<file path="config.mk">
export PLATFORM = sky130hd
export DESIGN_NAME = coin_acceptor_flat
export DESIGN_NICKNAME = d
export VERILOG_FILES = /design/src/rtl/coin_acceptor_if.sv /design/src/rtl/coin_acceptor.sv /design/src/flat_wrapper.sv
export SDC_FILE = /design/constraint.sdc
export NUM_CORES = 1
export LEC_CHECK = 0
export CAP_MARGIN = 20
export CELL_PAD_IN_SITES_DETAIL_PLACEMENT = 1
export CELL_PAD_IN_SITES_GLOBAL_PLACEMENT = 1
export CORE_MARGIN = 4
export CORE_UTILIZATION = 45
export CTS_CLUSTER_DIAMETER = 100
export CTS_CLUSTER_SIZE = 14
export DETAILED_ROUTE_END_ITERATION = 16
export PLACE_DENSITY_LB_ADDON = 0.1
export SLEW_MARGIN = 20
export SYNTH_ARGS = -nofsm -noshare
export SYNTH_HDL_FRONTEND = slang
export SYNTH_SLANG_ARGS = --single-unit
</file>
<file path="constraint.sdc">
create_clock -name clk -period 3.55 [get_ports clk]
set_clock_uncertainty 0.05 [all_clocks]
set_input_delay 0.8875 -clock clk [delete_from_list [all_inputs] [get_ports clk]]
set_output_delay 0.8875 -clock clk [all_outputs]
set_load 0.03 [all_outputs]
</file>
<file path="src/rtl/coin_acceptor_if.sv">
// Coin-slot interface: raw sensor lines in, clean one-hot coin protocol out to soda_machine.
interface coin_acceptor_if;
  logic       coin_nickel_raw;
  logic       coin_dime_raw;
  logic       coin_quarter_raw;
  logic       Nickel;
  logic       Dime;
  logic       Quarter;
  logic       Insert_money;
  logic       jam;
  logic [7:0] coin_count;

  // The acceptor drives the coin protocol from the sensor lines.
  modport master (
    input  coin_nickel_raw, coin_dime_raw, coin_quarter_raw,
    output Nickel, Dime, Quarter, Insert_money, jam, coin_count
  );

  // Sensor side / coin consumer.
  modport slave (
    output coin_nickel_raw, coin_dime_raw, coin_quarter_raw,
    input  Nickel, Dime, Quarter, Insert_money, jam, coin_count
  );
endinterface

</file>
<file path="src/rtl/coin_acceptor.sv">
// Coin acceptor: synchronizes and debounces coin sensors, rejects glitches and jams,
// and emits one setup cycle plus one Insert_money strobe per physical coin.
module coin_acceptor #(
  parameter int DEBOUNCE_CYCLES = 4,
  parameter int HOLDOFF_CYCLES  = 2
) (
  input  logic            clk,
  input  logic            reset,
  coin_acceptor_if.master bus
);

  localparam logic [2:0] IDLE     = 3'd0;
  localparam logic [2:0] DEBOUNCE = 3'd1;
  localparam logic [2:0] SETUP    = 3'd2;
  localparam logic [2:0] STROBE   = 3'd3;
  localparam logic [2:0] RELEASE  = 3'd4;
  localparam logic [2:0] JAM      = 3'd5;

  localparam logic [7:0] DEB_LIMIT  = 8'(DEBOUNCE_CYCLES);
  localparam logic [7:0] HOLD_LIMIT = 8'(HOLDOFF_CYCLES);

  function automatic logic is_one_hot(input logic [2:0] v);
    return (v != 3'b000) && ((v & (v - 3'd1)) == 3'b000);
  endfunction

  logic [2:0] raw;
  logic [2:0] sync1_q, sync2_q;
  logic [1:0] warm_q;
  logic [2:0] s;
  logic       s_valid;

  assign raw = {bus.coin_quarter_raw, bus.coin_dime_raw, bus.coin_nickel_raw};

  // NOTE: sequential state uses non-blocking assignments so every flop samples pre-edge values.
  always_ff @(posedge clk or negedge reset) begin
    if (!reset) begin
      sync1_q <= 3'b000;
      sync2_q <= 3'b000;
      warm_q  <= 2'b00;
    end else begin
      sync1_q <= raw;
      sync2_q <= sync1_q;
      warm_q  <= {warm_q[0], 1'b1};
    end
  end

  // The cleared synchronizer reads as zero until refilled; those samples must not
  // satisfy the holdoff, otherwise a coin held through reset would be accepted.
  assign s       = sync2_q;
  assign s_valid = warm_q[1];

  logic [2:0] state_q, state_d;
  logic [2:0] cap_q, cap_d;
  logic [7:0] cnt_q, cnt_d;
  logic [7:0] hold_q, hold_d;

  // NOTE: every always_comb output gets a default first so no latch is inferred.
  always_comb begin
    state_d = state_q;
    cap_d   = cap_q;
    cnt_d   = cnt_q;
    hold_d  = hold_q;
    case (state_q)
      IDLE: begin
        hold_d = 8'd0;
        if (s != 3'b000) begin
          cap_d = s;
          cnt_d = 8'd1;
          if (DEB_LIMIT == 8'd1) state_d = is_one_hot(s) ? SETUP : JAM;
          else                   state_d = DEBOUNCE;
        end
      end
      DEBOUNCE: begin
        if (s == cap_q) begin
          cnt_d = cnt_q + 8'd1;
          if (cnt_q + 8'd1 == DEB_LIMIT) state_d = is_one_hot(cap_q) ? SETUP : JAM;
        end else if (s == 3'b000) begin
          state_d = IDLE;
        end else begin
          cap_d = s;
          cnt_d = 8'd1;
        end
      end
      SETUP:  state_d = STROBE;
      STROBE: state_d = RELEASE;
      RELEASE, JAM: begin
        if (s_valid) begin
          if (s != 3'b000) begin
            hold_d = 8'd0;
          end else if (hold_q + 8'd1 == HOLD_LIMIT) begin
            hold_d  = 8'd0;
            state_d = IDLE;
          end else begin
            hold_d = hold_q + 8'd1;
          end
        end
      end
      default: state_d = RELEASE;
    endcase
  end

  logic [2:0] line_q, line_d;
  logic       insert_q, jam_q;
  logic [7:0] count_q;

  // Outputs are decoded from the next state so they change on the same edge as the FSM.
  assign line_d = (state_d == SETUP || state_d == STROBE) ? cap_d : 3'b000;

  always_ff @(posedge clk or negedge reset) begin
    if (!reset) begin
      state_q  <= RELEASE;
      cap_q    <= 3'b000;
      cnt_q    <= 8'd0;
      hold_q   <= 8'd0;
      line_q   <= 3'b000;
      insert_q <= 1'b0;
      jam_q    <= 1'b0;
      count_q  <= 8'd0;
    end else begin
      state_q  <= state_d;
      cap_q    <= cap_d;
      cnt_q    <= cnt_d;
      hold_q   <= hold_d;
      line_q   <= line_d;
      insert_q <= (state_d == STROBE);
      jam_q    <= (state_d == JAM);
      if (state_d == STROBE && count_q != 8'hFF) count_q <= count_q + 8'd1;
    end
  end

  assign bus.Nickel       = line_q[0];
  assign bus.Dime         = line_q[1];
  assign bus.Quarter      = line_q[2];
  assign bus.Insert_money = insert_q;
  assign bus.jam          = jam_q;
  assign bus.coin_count   = count_q;

endmodule

</file>
<file path="src/flat_wrapper.sv">
// flat-port wrapper written by rule: the top's interface ports become plain ports
module coin_acceptor_flat 
#(
  parameter int DEBOUNCE_CYCLES = 4,
  parameter int HOLDOFF_CYCLES  = 2
)
  (clk, reset, bus_coin_nickel_raw, bus_coin_dime_raw, bus_coin_quarter_raw, bus_Nickel, bus_Dime, bus_Quarter, bus_Insert_money, bus_jam, bus_coin_count);
  coin_acceptor_if bus_i ();
  input  logic clk;
  input  logic reset;
  input wire logic [$bits(bus_i.coin_nickel_raw)-1:0] bus_coin_nickel_raw;
  input wire logic [$bits(bus_i.coin_dime_raw)-1:0] bus_coin_dime_raw;
  input wire logic [$bits(bus_i.coin_quarter_raw)-1:0] bus_coin_quarter_raw;
  output wire logic [$bits(bus_i.Nickel)-1:0] bus_Nickel;
  output wire logic [$bits(bus_i.Dime)-1:0] bus_Dime;
  output wire logic [$bits(bus_i.Quarter)-1:0] bus_Quarter;
  output wire logic [$bits(bus_i.Insert_money)-1:0] bus_Insert_money;
  output wire logic [$bits(bus_i.jam)-1:0] bus_jam;
  output wire logic [$bits(bus_i.coin_count)-1:0] bus_coin_count;
  assign bus_i.coin_nickel_raw = bus_coin_nickel_raw;
  assign bus_i.coin_dime_raw = bus_coin_dime_raw;
  assign bus_i.coin_quarter_raw = bus_coin_quarter_raw;
  assign bus_Nickel = bus_i.Nickel;
  assign bus_Dime = bus_i.Dime;
  assign bus_Quarter = bus_i.Quarter;
  assign bus_Insert_money = bus_i.Insert_money;
  assign bus_jam = bus_i.jam;
  assign bus_coin_count = bus_i.coin_count;
  coin_acceptor #(.DEBOUNCE_CYCLES(DEBOUNCE_CYCLES), .HOLDOFF_CYCLES(HOLDOFF_CYCLES)) u_core (.clk(clk), .reset(reset), .bus(bus_i));
endmodule
</file>
After elaboration in Yosys (flattened, before gate mapping)

Cells that the tools add are included.

Mux-type cells: 22
Equality and inequality tests: 14
Reduce and logical (&&, ||, !) cells: 13
Bitwise logic cells: 1
$add $sub $neg: 4

Operators by type and width:

| kind                                                               | count |
|---|---|
| 8-bit 2-to-1 mux                                                   | 6 |
| 3-bit 2-to-1 mux                                                   | 12 |
| 8-bit one-hot mux with 2 select lines                              | 2 |
| 8-bit by 1-bit adder with 8-bit output, second input constant      | 3 |
| 3-bit one-hot mux with 4 select lines                              | 1 |
| 3-bit by 2-bit == test with 1-bit output, second input constant    | 3 |
| 3-bit == test, second input constant                               | 3 |
| 3-bit zero test                                                    | 3 |
| 8-bit by 2-bit == test with 1-bit output, second input constant    | 1 |
| 8-bit by 3-bit == test with 1-bit output, second input constant    | 1 |
| 8-bit != test, second input constant                               | 1 |
| 3-bit one-hot mux with 2 select lines                              | 1 |
| 3-bit nonzero test                                                 | 2 |
| 2-bit by 1-bit != test with 1-bit output, second input constant    | 2 |
| 2-bit nonzero test                                                 | 2 |
| 3-bit AND                                                          | 1 |
| 3-bit by 1-bit == test with 1-bit output, second input constant    | 1 |
| 3-bit == test                                                      | 1 |
| 3-bit by 2-bit != test with 1-bit output, second input constant    | 1 |
| 3-bit AND reduction                                                | 1 |
| 3-bit by 1-bit subtractor with 3-bit output, second input constant | 1 |
| 1-bit logical AND                                                  | 2 |
| 2-bit AND reduction                                                | 1 |
| 2-bit OR reduction                                                 | 1 |
| 1-bit logical OR                                                   | 1 |

Output and inout port bits: 13
Bits in registers: 43
Input bits: 5
Logic and storage cells: 65

Depth between registers and ports, before layout

Gate-level depths: netlist of run 1.

Depth in word-level cells: 11
Mapped depth: 7
Mapped depth without buffers: 6

Worst setup path before layout of run 1

No wires, ideal clock.

Kind: register to register
Start: reg u_core.cnt_q[0]
End: reg u_core.state_q[2]
Buffers on the path: 0
Setup time: 0.088 ns
Clock period less this slack: 1.919 ns
Cell stages (with the launch flop): 7
Slack: 1.631 ns
Data required time: 3.412 ns
Arrival time: 1.781 ns
Cells stage by stage: dfrtp_1 > ha_1 > and3_4 > or4_1 > a21boi_2 > nand4_1 > a221oi_2

Cells in the longest elaborated chain, start to end: 5

RTL lines:

| what                                     | line                 | source |
|---|---|---|
| from (decl)                              | coin_acceptor.sv:54  | `logic [7:0] cnt_q, cnt_d;` |
| from (signal assigned)                   | coin_acceptor.sv:122 | `cnt_q <= cnt_d;` |
| 8-bit by 1-bit adder with 8-bit output   | coin_acceptor.sv:76  | `if (cnt_q + 8'd1 == DEB_LIMIT) state_d = is_one_hot(cap_q) ? SETUP : JAM;` |
| 8-bit by 3-bit == test with 1-bit output | coin_acceptor.sv:76  |  |
| 3-bit 2-to-1 mux                         | coin_acceptor.sv:76  |  |
| 3-bit 2-to-1 mux                         | coin_acceptor.sv:74  | `if (s == cap_q) begin` |
| 3-bit one-hot mux with 4 select lines    | coin_acceptor.sv:63  | `case (state_q)` |
| via u_core.state_d[2]                    | coin_acceptor.sv:52  | `logic [2:0] state_q, state_d;` |
| to (signal assigned)                     | coin_acceptor.sv:120 | `state_q <= state_d;` |
| to (decl)                                | coin_acceptor.sv:52  |  |

The timed path passes the listed nets, and every way through them passes these cells.
A chain may end at the register's enable or synchronous reset.

Worst setup path in the final report of run 1

Start: reg u_core.count_q[2], in the netlist u_core.bus.coin_count[2]
End: out bus_coin_count[2]

RTL lines:

| what                   | line                 | source |
|---|---|---|
| from (decl)            | coin_acceptor.sv:104 | `logic [7:0] count_q;` |
| from (signal assigned) | coin_acceptor.sv:127 | `if (state_d == STROBE && count_q != 8'hFF) count_q <= count_q + 8'd1;` |
| to (decl)              | flat_wrapper.sv:19   | `output wire logic [$bits(bus_i.coin_count)-1:0] bus_coin_count;` |

No word-level cell between the ends.

==> results of run 1 <==
## metrics by stage
stage	hold WS (ns)	std cells	area (um2)	util (%)
2_1_floorplan	0.2812	208	2145	-
3_3_place_gp	0.2835	272	2351	52.54
3_5_place_dp	0.2895	272	2351	52.54
4_1_cts	0.3077	280	2484	55.51
5_1_grt	0.3116	280	2484	55.51
6_report	0.3038	280	2484	55.51
## power by group through the flow
| stage | sequential [mW] | combinational (mW) | clock, mW |
|---|---|---|---|
| after CTS | 0.604 | 0.337 | 0.454 |
| after detailed placement | 0.615 | 0.330 | 0 |
| after global placement | 0.609 | 0.313 | 0 |
| after global routing | 0.615 | 0.375 | 0.478 |
| after floorplan | 0.608 | 0.238 | 0 |
| final | 0.605 | 0.335 | 0.442 |
## cell families after synthesis
logic type / after synthesis / synth area share [%]
other: 1 / 0.1749
multiplexers: 3 / 1.459
flip-flops: 43 / 50.23
adder cells (fa/ha/maj): 5 / 2.917
AO/OA/AOI/OAI: 56 / 18.38
buffers and inverters: 9 / 1.808
AND/OR/NAND/NOR: 77 / 19.31
XOR/XNOR: 14 / 5.718
## flip-flops by register name, summed over array words and instances, names as in the netlist, 2 cells and up
| register | cells |
|---|---|
| u_core.bus.coin_count | 8 |
| u_core.cap_q | 3 |
| u_core.cnt_q | 8 |
| u_core.hold_q | 8 |
| u_core.line_q | 3 |
| u_core.s | 3 |
| u_core.state_q | 3 |
| u_core.sync1_q | 3 |
| u_core.warm_q | 2 |
## routing by layer
layer | routed length [um] | part of all wire [%]
met1 | 2076 | 43
met2 | 2438 | 51
met3 | 143 | 3.0
met4 | 160 | 3.3
met5 | 0 | 0
## placed cells by master, fill, tap and decap left out, types with 2 or more instances in the layout
cell and count:
dfrtp_1 42, nand2_1 21, o21ai_0 18, clkdlybuf4s50_1 16, nor2_1 12, xnor2_1 9
nand3_1 8, nand4_1 7, nor2b_1 6, o21ai_1 6, xor2_1 5, ha_1 5
clkbuf_8 5, o211ai_1 4, inv_1 4, o31ai_1 4, a21oi_1 3, and4_1 3
and2_1 3, or3_1 3, a22o_1 3, a211oi_1 2, and3_4 2, o21a_1 2
a31oi_1 2, nor3_1 2, nor4_1 2, and3_1 2, a21o_1 2, nand2b_1 2
mux2i_1 2, bufinv_16 2
## cell type report
| class | instances | area (um2) | share of cell area (%) |
|---|---|---|---|
| clock buffer | 6 | 72.57 | 2.922 |
| clock inverter | 2 | 60.06 | 2.418 |
| inverter | 4 | 15.01 | 0.6045 |
| multi-input combinational | 156 | 1028 | 41.41 |
| sequential | 43 | 1077 | 43.38 |
| tap | 52 | 65.06 | 2.620 |
| timing repair buffer | 17 | 165.2 | 6.650 |
## final timing paths
path	slack (ns)	start	endpoint
min reg2reg	0.30	u_core.sync1_q[2]$_DFF_PN0_	u_core.s[2]$_DFF_PN0_
max in group asynchronous	2.16	reset	u_core.cap_q[0]$_DFF_PN0_
min	0.30	u_core.sync1_q[2]$_DFF_PN0_	u_core.s[2]$_DFF_PN0_
min in group asynchronous	0.69	reset	u_core.cnt_q[7]$_DFFE_PN0P_
max	1.17	u_core.bus.coin_count[2]$_DFFE_PN0P_	bus_coin_count[2]
max reg2reg	1.40	u_core.hold_q[0]$_DFFE_PN0P_	u_core.state_q[0]$_DFF_PN0_
==> impl_metrics.toml, run 1 <==
[run_status]
outcome = "finished, final reports clean"

[critical_path]
path_delay_family = "buffers and inverters"
critPathMaxStageDelay_ns = 0.71
crit_cells = 1
critPathLaunchType = "flip-flop"
worstPathMaxFanout = 6
worstPathArrival_ns = 1.45
cp-end-kind = "output port"
worst_path_max_delay_cell = "clkdlybuf4s50_1"
required_ns = 2.61
critPathKind = "reg -> out"
reg2reg_depth = 6
crit_chain = "clkdlybuf4s50_1"
path_buf_inv = 1

[route]
via_per_inst = 5.957
num_vias = 1668
remaining_drc_errors = 0
wire_per_inst_um = 17.21
ant_nets = 0
drt_iter0_drc = 70
wirelength_um = 4819
dr.pass1.iters = 4

[synthesis]
synth_edf_count = 0
yosysMostFrequentCell = "dfrtp_1"
synth_commonest_cells = "42 x dfrtp_1, 21 x nand2_1, 18 x o21ai_0"
synthFlopType = "dfrtp_1"
synth_area_um2 = 2145
synth_top_area_share_pct = 49.01
synth_nets = 218
synth_area_leader_cell = "dfrtp_1"
synth_cell_type_count = 49
yosys_warnings = 0
yosysSeqAreaShare_pct = 50.23
syn_inst = 208
synth.ff_latch_count = 43
avgSynthCellArea_um2 = 10.31
postSynth.asyncResetShare_pct = 100.0
netlist_top_cells_area = "dfrtp_1 49%, o21ai_0 4.2%, nand2_1 3.7%"

[power]
swShare_pct = 30.79
leakagePower_nw = 1.041
power.density_nw_per_um2 = 556.4
ir_drop_mv = 0.3334
pwr-share-seq_pct = 43.8
total_power_mw = 1.382
p_clk_share_pct = 32.0
p_comb_share_pct = 24.3
power.switching_uw = 425.5
intPower_uw = 956.5

[floorplanning]
fp.dieW_um = 77.04
core_area_um2 = 4474
ios = 18
die_h_um = 77.04
die-area_um2 = 5934
start_util_pct = 47.93
rows = 24

[placed_design]
dp_hpwl_um = 3518
gp_congestion = 0.9183
dp_slack_ns = 1.428
io_buffers = 17

[cts]
cts_resized = 0
clock-root-buffer = "clkbuf_8"
clock_path_buffers = 2
numCtsBuffers = 5
holdBufCountCts = 0
h-tree-depth = 2
post_cts_buffers = 0
cts.clk_slew.worst_paths_ns = 0.08
cts_tree = "yes"
clock_latency_ns = 0.29
clock_sinks = 43

[flow_run]
maxCapViolCount = 0

[timing]
final-setup-viol-count = 0
hold_violations = 0
worst_pin_slew_ns = 0.9495
slew_headroom_pct = 36.70
rsz0062_at_grt = "no"
worst_slack_ns = 1.165
fin_crit_ns = 2.385
fmax_mhz = 419.3
setup_tns_ns = 0
timing.final.crit_share_pct = 67.18
maxSlewViolCount = 0

[global_route]
use_met1_pct = 21.00
grt_pass1_vias = 1791
grt_pass1_wl_um = 8397
antenna_found_initial = 0
gr-usage-all-layers_pct = 17.50
busiest_layer = "met2"
met2_usage_pct = 30.57
grt_max_degree = 44
use_met3_pct = 3.279
overflow = 0

[finish]
syn_to_final_growth_pct = 15.81
final_nets = 237
diodes = 0
drive_gt1_share_pct = 7.456
fill_cells = 494

[min_path]
hold_path.class = "reg -> reg"
hold_depth = 0
Power figures use the tool's default switching activity.
==> run 2, diff against run 1 <==
CORE_UTILIZATION = 41   (was 45)
clock period = 2 ns   (was 3.55 ns; I/O delays follow)
==> impl_metrics.toml, run 2 (synthesized netlist as in run 1, its figures left out) <==
[cts]
clock_latency_ns = 0.30
clock_path_buffers = 2
h-tree-depth = 2
clock_sinks = 43
cts_tree = "yes"
holdBufCountCts = 0
numCtsBuffers = 5
cts.clk_slew.worst_paths_ns = 0.09
clock-root-buffer = "clkbuf_8"

[power]
power.density_nw_per_um2 = 973.7
p_comb_share_pct = 28.4
intPower_mw = 1.771
pwr-share-seq_pct = 40.3
total_power_mw = 2.583
leakagePower_nw = 1.164
swShare_pct = 31.44
ir_drop_mv = 0.5080
p_clk_share_pct = 31.3
power.switching_uw = 812.1

[finish]
drive_gt1_share_pct = 15.19
syn_to_final_growth_pct = 23.69
diodes = 0
final_common_cell = "dfrtp_1"
final_nets = 246
layout_common_cells = "42 x dfrtp_1, 21 x nand2_1, 18 x o21ai_0"
seqCellArea_um2 = 1077
multi_input_area_um2 = 1089
fill_cells = 575

[timing]
maxSlewViolCount = 0
rsz0062_at_grt = "yes"
setup_tns_ns = 0
final-setup-viol-count = 0
slew_headroom_pct = 59.29
timing.final.crit_share_pct = 98.83
fin_crit_ns = 1.977
fmax_mhz = 505.9
worst_pin_slew_ns = 0.6085
worst_slack_ns = 0.02341
hold_violations = 0

[placed_design]
io_buffers = 17
dp_slack_ns = -0.005869
dp_hpwl_um = 3439
gp_congestion = 0.8019

[route]
num_vias = 1701
via_per_inst = 5.541
wire_per_inst_um = 15.83
ant_nets = 0
drt_iter0_drc = 79
remaining_drc_errors = 0
dr.pass1.iters = 2
wirelength_um = 4861

[critical_path]
cp-end-kind = "flip-flop"
worstPathMaxFanout = 5
required_ns = 2.17
critPathKind = "reg -> reg"
critPathLaunchType = "flip-flop"
worstPathArrival_ns = 2.15

[floorplanning]
core_area_um2 = 5075
die_h_um = 80.33
die-area_um2 = 6452
ios = 18
start_util_pct = 42.26
fp.dieW_um = 80.33
rows = 26

[global_route]
grt_pass1_vias = 1802
overflow = 0
gr-usage-all-layers_pct = 16.64
grt_max_degree = 44
grt_pass1_wl_um = 8369
antenna_found_initial = 0

[min_path]
hold_path.class = "in -> async"

[run_status]
outcome = "finished, final reports clean"

[flow_run]
maxCapViolCount = 0
==> run 2: what timing repair did <==
item                       in CTS  in global routing
pin swaps                       0                  7
buffers inserted                0                  1
setup endpoints to repair       5                 16
gates resized for setup         5                 13
==> run 2: metrics by stage <==
stage	std cells	utilization (%)	hold WS, ns	cell area, um2
6_report	307	52.27	0.1064	2653
5_1_grt	307	52.27	0.1320	2653
4_1_cts	306	50.94	0.1226	2585
3_5_place_dp	298	48.20	0.2856	2446
3_3_place_gp	298	48.20	0.2833	2446
2_1_floorplan	208	-	0.1544	2145
==> run 2: metal layers <==
layer,GRT usage [%],routed length [um]
met3,4.148,145
met2,28.56,2481
met1,20.50,2182
met5,0,0
met4,5.068,52
==> run 2: path summary, 6_finish.rpt <==
kind,slack [ns],depth (start not counted),to,start
hold reg to reg,0.30,0,u_core.s[1]$_DFF_PN0_,u_core.sync1_q[1]$_DFF_PN0_
max in group asynchronous,1.53,2,u_core.state_q[2]$_DFF_PN1_,reset
setup / recovery,0.02,6,u_core.state_q[2]$_DFF_PN1_,u_core.cnt_q[1]$_DFFE_PN0P_
min in group clk,0.30,0,u_core.s[1]$_DFF_PN0_,u_core.sync1_q[1]$_DFF_PN0_
setup reg to reg,0.02,6,u_core.state_q[2]$_DFF_PN1_,u_core.cnt_q[1]$_DFFE_PN0P_
hold / removal,0.11,2,u_core.cnt_q[2]$_DFFE_PN0P_,reset
==> run 2: cell type report <==
cell class                      instances  area share, %
Clock buffer                            5          2.594
Clock inverter                          3          2.547
Inverter                                4         0.5660
Multi-Input combinational cell        156          41.04
Sequential cell                        43          40.61
Tap cell                               70          3.302
Timing Repair Buffer                   26          9.340
==> run 2: power groups by stage <==
stage          clock (mW)  combinational, mW  sequential (mW)
2_1_floorplan           0              0.423             1.08
3_3_place_gp            0              0.656             1.06
3_5_place_dp            0              0.688             1.06
4_1_cts             0.829              0.699             1.04
5_1_grt             0.879              0.816             1.06
6_report            0.808              0.733             1.04
==> run 2: critical path, cell delays in order (launching register included) <==
cell and delay (ns):
dfrtp_1 0.39, ha_2 0.19, and3_4 0.17, or4_4 0.43, a21boi_4 0.21, nand4_1 0.17
a221oi_2 0.28
==> run 3, diff against run 2 <==
SETUP_SLACK_MARGIN = 0.4   (was unset)
==> impl_metrics.toml, run 3 (synthesized netlist as in run 1, its figures left out) <==
[global_route]
met2_usage_pct = 34.85
use_met3_pct = 3.475
grt_pass1_vias = 1915
gr-usage-all-layers_pct = 18.77
busiest_layer = "met2"
use_met1_pct = 21.69
grt_max_degree = 32
grt_pass1_wl_um = 9328
overflow = 0
antenna_found_initial = 0

[finish]
syn_to_final_growth_pct = 35.71
final_common_cell = "dfrtp_1"
layout_common_cells = "32 x dfrtp_1, 21 x buf_4, 20 x nand2_1"
final_nets = 265
finalNonFillerCells = 326
diodes = 0
fill_cells = 559
multi_input_area_um2 = 1251
seqCellArea_um2 = 1090
drive_gt1_share_pct = 35.55

[placed_design]
gp_congestion = 0.8190
dp_hpwl_um = 3669
dp_slack_ns = 0.08346
io_buffers = 17
place_inst = 299

[timing]
worst_slack_ns = 0.09169
fmax_mhz = 524.0
hold_violations = 0
worst_pin_slew_ns = 0.6954
timing.final.crit_share_pct = 95.42
maxSlewViolCount = 0
final-setup-viol-count = 0
rsz0062_at_grt = "yes"
fin_crit_ns = 1.908
setup_tns_ns = 0
slew_headroom_pct = 53.64

[floorplanning]
die-area_um2 = 6452
core_area_um2 = 5075
die_h_um = 80.33
rows = 26
start_util_pct = 42.26
ios = 18
fp.dieW_um = 80.33

[power]
p_comb_share_pct = 37.4
total_power_mw = 2.650
ir_drop_mv = 0.6766
power.switching_uw = 924.8
leakagePower_nw = 1.239
pwr-share-seq_pct = 40.5
swShare_pct = 34.90
power.density_nw_per_um2 = 910.5
intPower_mw = 1.725
p_clk_share_pct = 22.1

[cts]
numCtsBuffers = 5
h-tree-depth = 2
holdBufCountCts = 0
clock-root-buffer = "clkbuf_8"
cts.clk_slew.worst_paths_ns = 0.09
clock_path_buffers = 2
clock_latency_ns = 0.29
clock_sinks = 43
cts_tree = "yes"

[critical_path]
worstPathMaxFanout = 3
worstPathArrival_ns = 2.07
required_ns = 2.16
cp-end-kind = "flip-flop"
critPathLaunchType = "flip-flop"
critPathKind = "reg -> reg"

[min_path]
hold_path.class = "in -> async"

[run_status]
outcome = "finished, final reports clean"

[route]
wirelength_um = 5659
dr.pass1.iters = 4
remaining_drc_errors = 0
num_vias = 1786
wire_per_inst_um = 17.36
via_per_inst = 5.479
ant_nets = 0
drt_iter0_drc = 108

[flow_run]
maxCapViolCount = 0
run 3: final cells by class:
type / instances / area share (%)
Timing Repair Buffer: 45 / 12.64
Multi-Input combinational cell: 156 / 42.99
Sequential cell: 43 / 37.45
Clock inverter: 2 / 0.5589
Clock buffer: 6 / 2.837
Tap cell: 70 / 3.009
Inverter: 4 / 0.5159
run 3: path summary, 6_finish.rpt:
| path | from | to | slack [ns] | cells past startpoint |
|---|---|---|---|---|
| max reg2reg | u_core.cnt_q[1]$_DFFE_PN0P_ | u_core.state_q[2]$_DFF_PN1_ | 0.09 | 6 |
| max in group asynchronous | reset | u_core.hold_q[1]$_DFFE_PN0P_ | 1.10 | 2 |
| max | u_core.cnt_q[1]$_DFFE_PN0P_ | u_core.state_q[2]$_DFF_PN1_ | 0.09 | 6 |
| min reg2reg | u_core.sync1_q[1]$_DFF_PN0_ | u_core.s[1]$_DFF_PN0_ | 0.31 | 0 |
| min | reset | u_core.bus.coin_count[5]$_DFFE_PN0P_ | 0.19 | 1 |
| min in group clk | u_core.sync1_q[1]$_DFF_PN0_ | u_core.s[1]$_DFF_PN0_ | 0.31 | 0 |
run 3: per-layer routing:
| layer | share of wire, % | wire (um) | up-vias |
|---|---|---|---|
| li1 | - | - | 847 |
| met1 | 41 | 2309 | 896 |
| met2 | 55 | 3104 | 34 |
| met3 | 2.9 | 164 | 9 |
| met4 | 1.4 | 80 | 0 |
| met5 | 0 | 0 | - |
run 3: worst max-delay path, stage by stage (launching register included):
cell and delay (ns):
dfrtp_2 0.44, ha_4 0.17, and3_4 0.14, or4_4 0.43, a21boi_4 0.16, nand4_1 0.16
a221oi_2 0.27
run 3: power by group through the flow:
stage | logic, mW | clock network (mW) | registers [mW]
5_1_grt | 1.07 | 0.654 | 1.09
6_report | 0.990 | 0.587 | 1.07
3_5_place_dp | 0.694 | 0 | 1.08
4_1_cts | 0.820 | 0.610 | 1.06
3_3_place_gp | 0.664 | 0 | 1.07
2_1_floorplan | 0.431 | 0 | 1.09
run 3: through the flow:
step	utilization [%]	hold WS, ns	area, um2
finish	57.35	0.1913	2910
detailed placement	49.16	0.2934	2495
CTS	54.86	0.2109	2784
global route	57.35	0.2398	2910
global placement	49.16	0.2904	2495
floorplan	-	0.1544	2202
run 3: what timing repair did:
action                     in CTS  in global routing
resized for setup              56                 48
buffers inserted               15                  4
setup endpoints to repair      40                 39
pin swaps                      12                  8
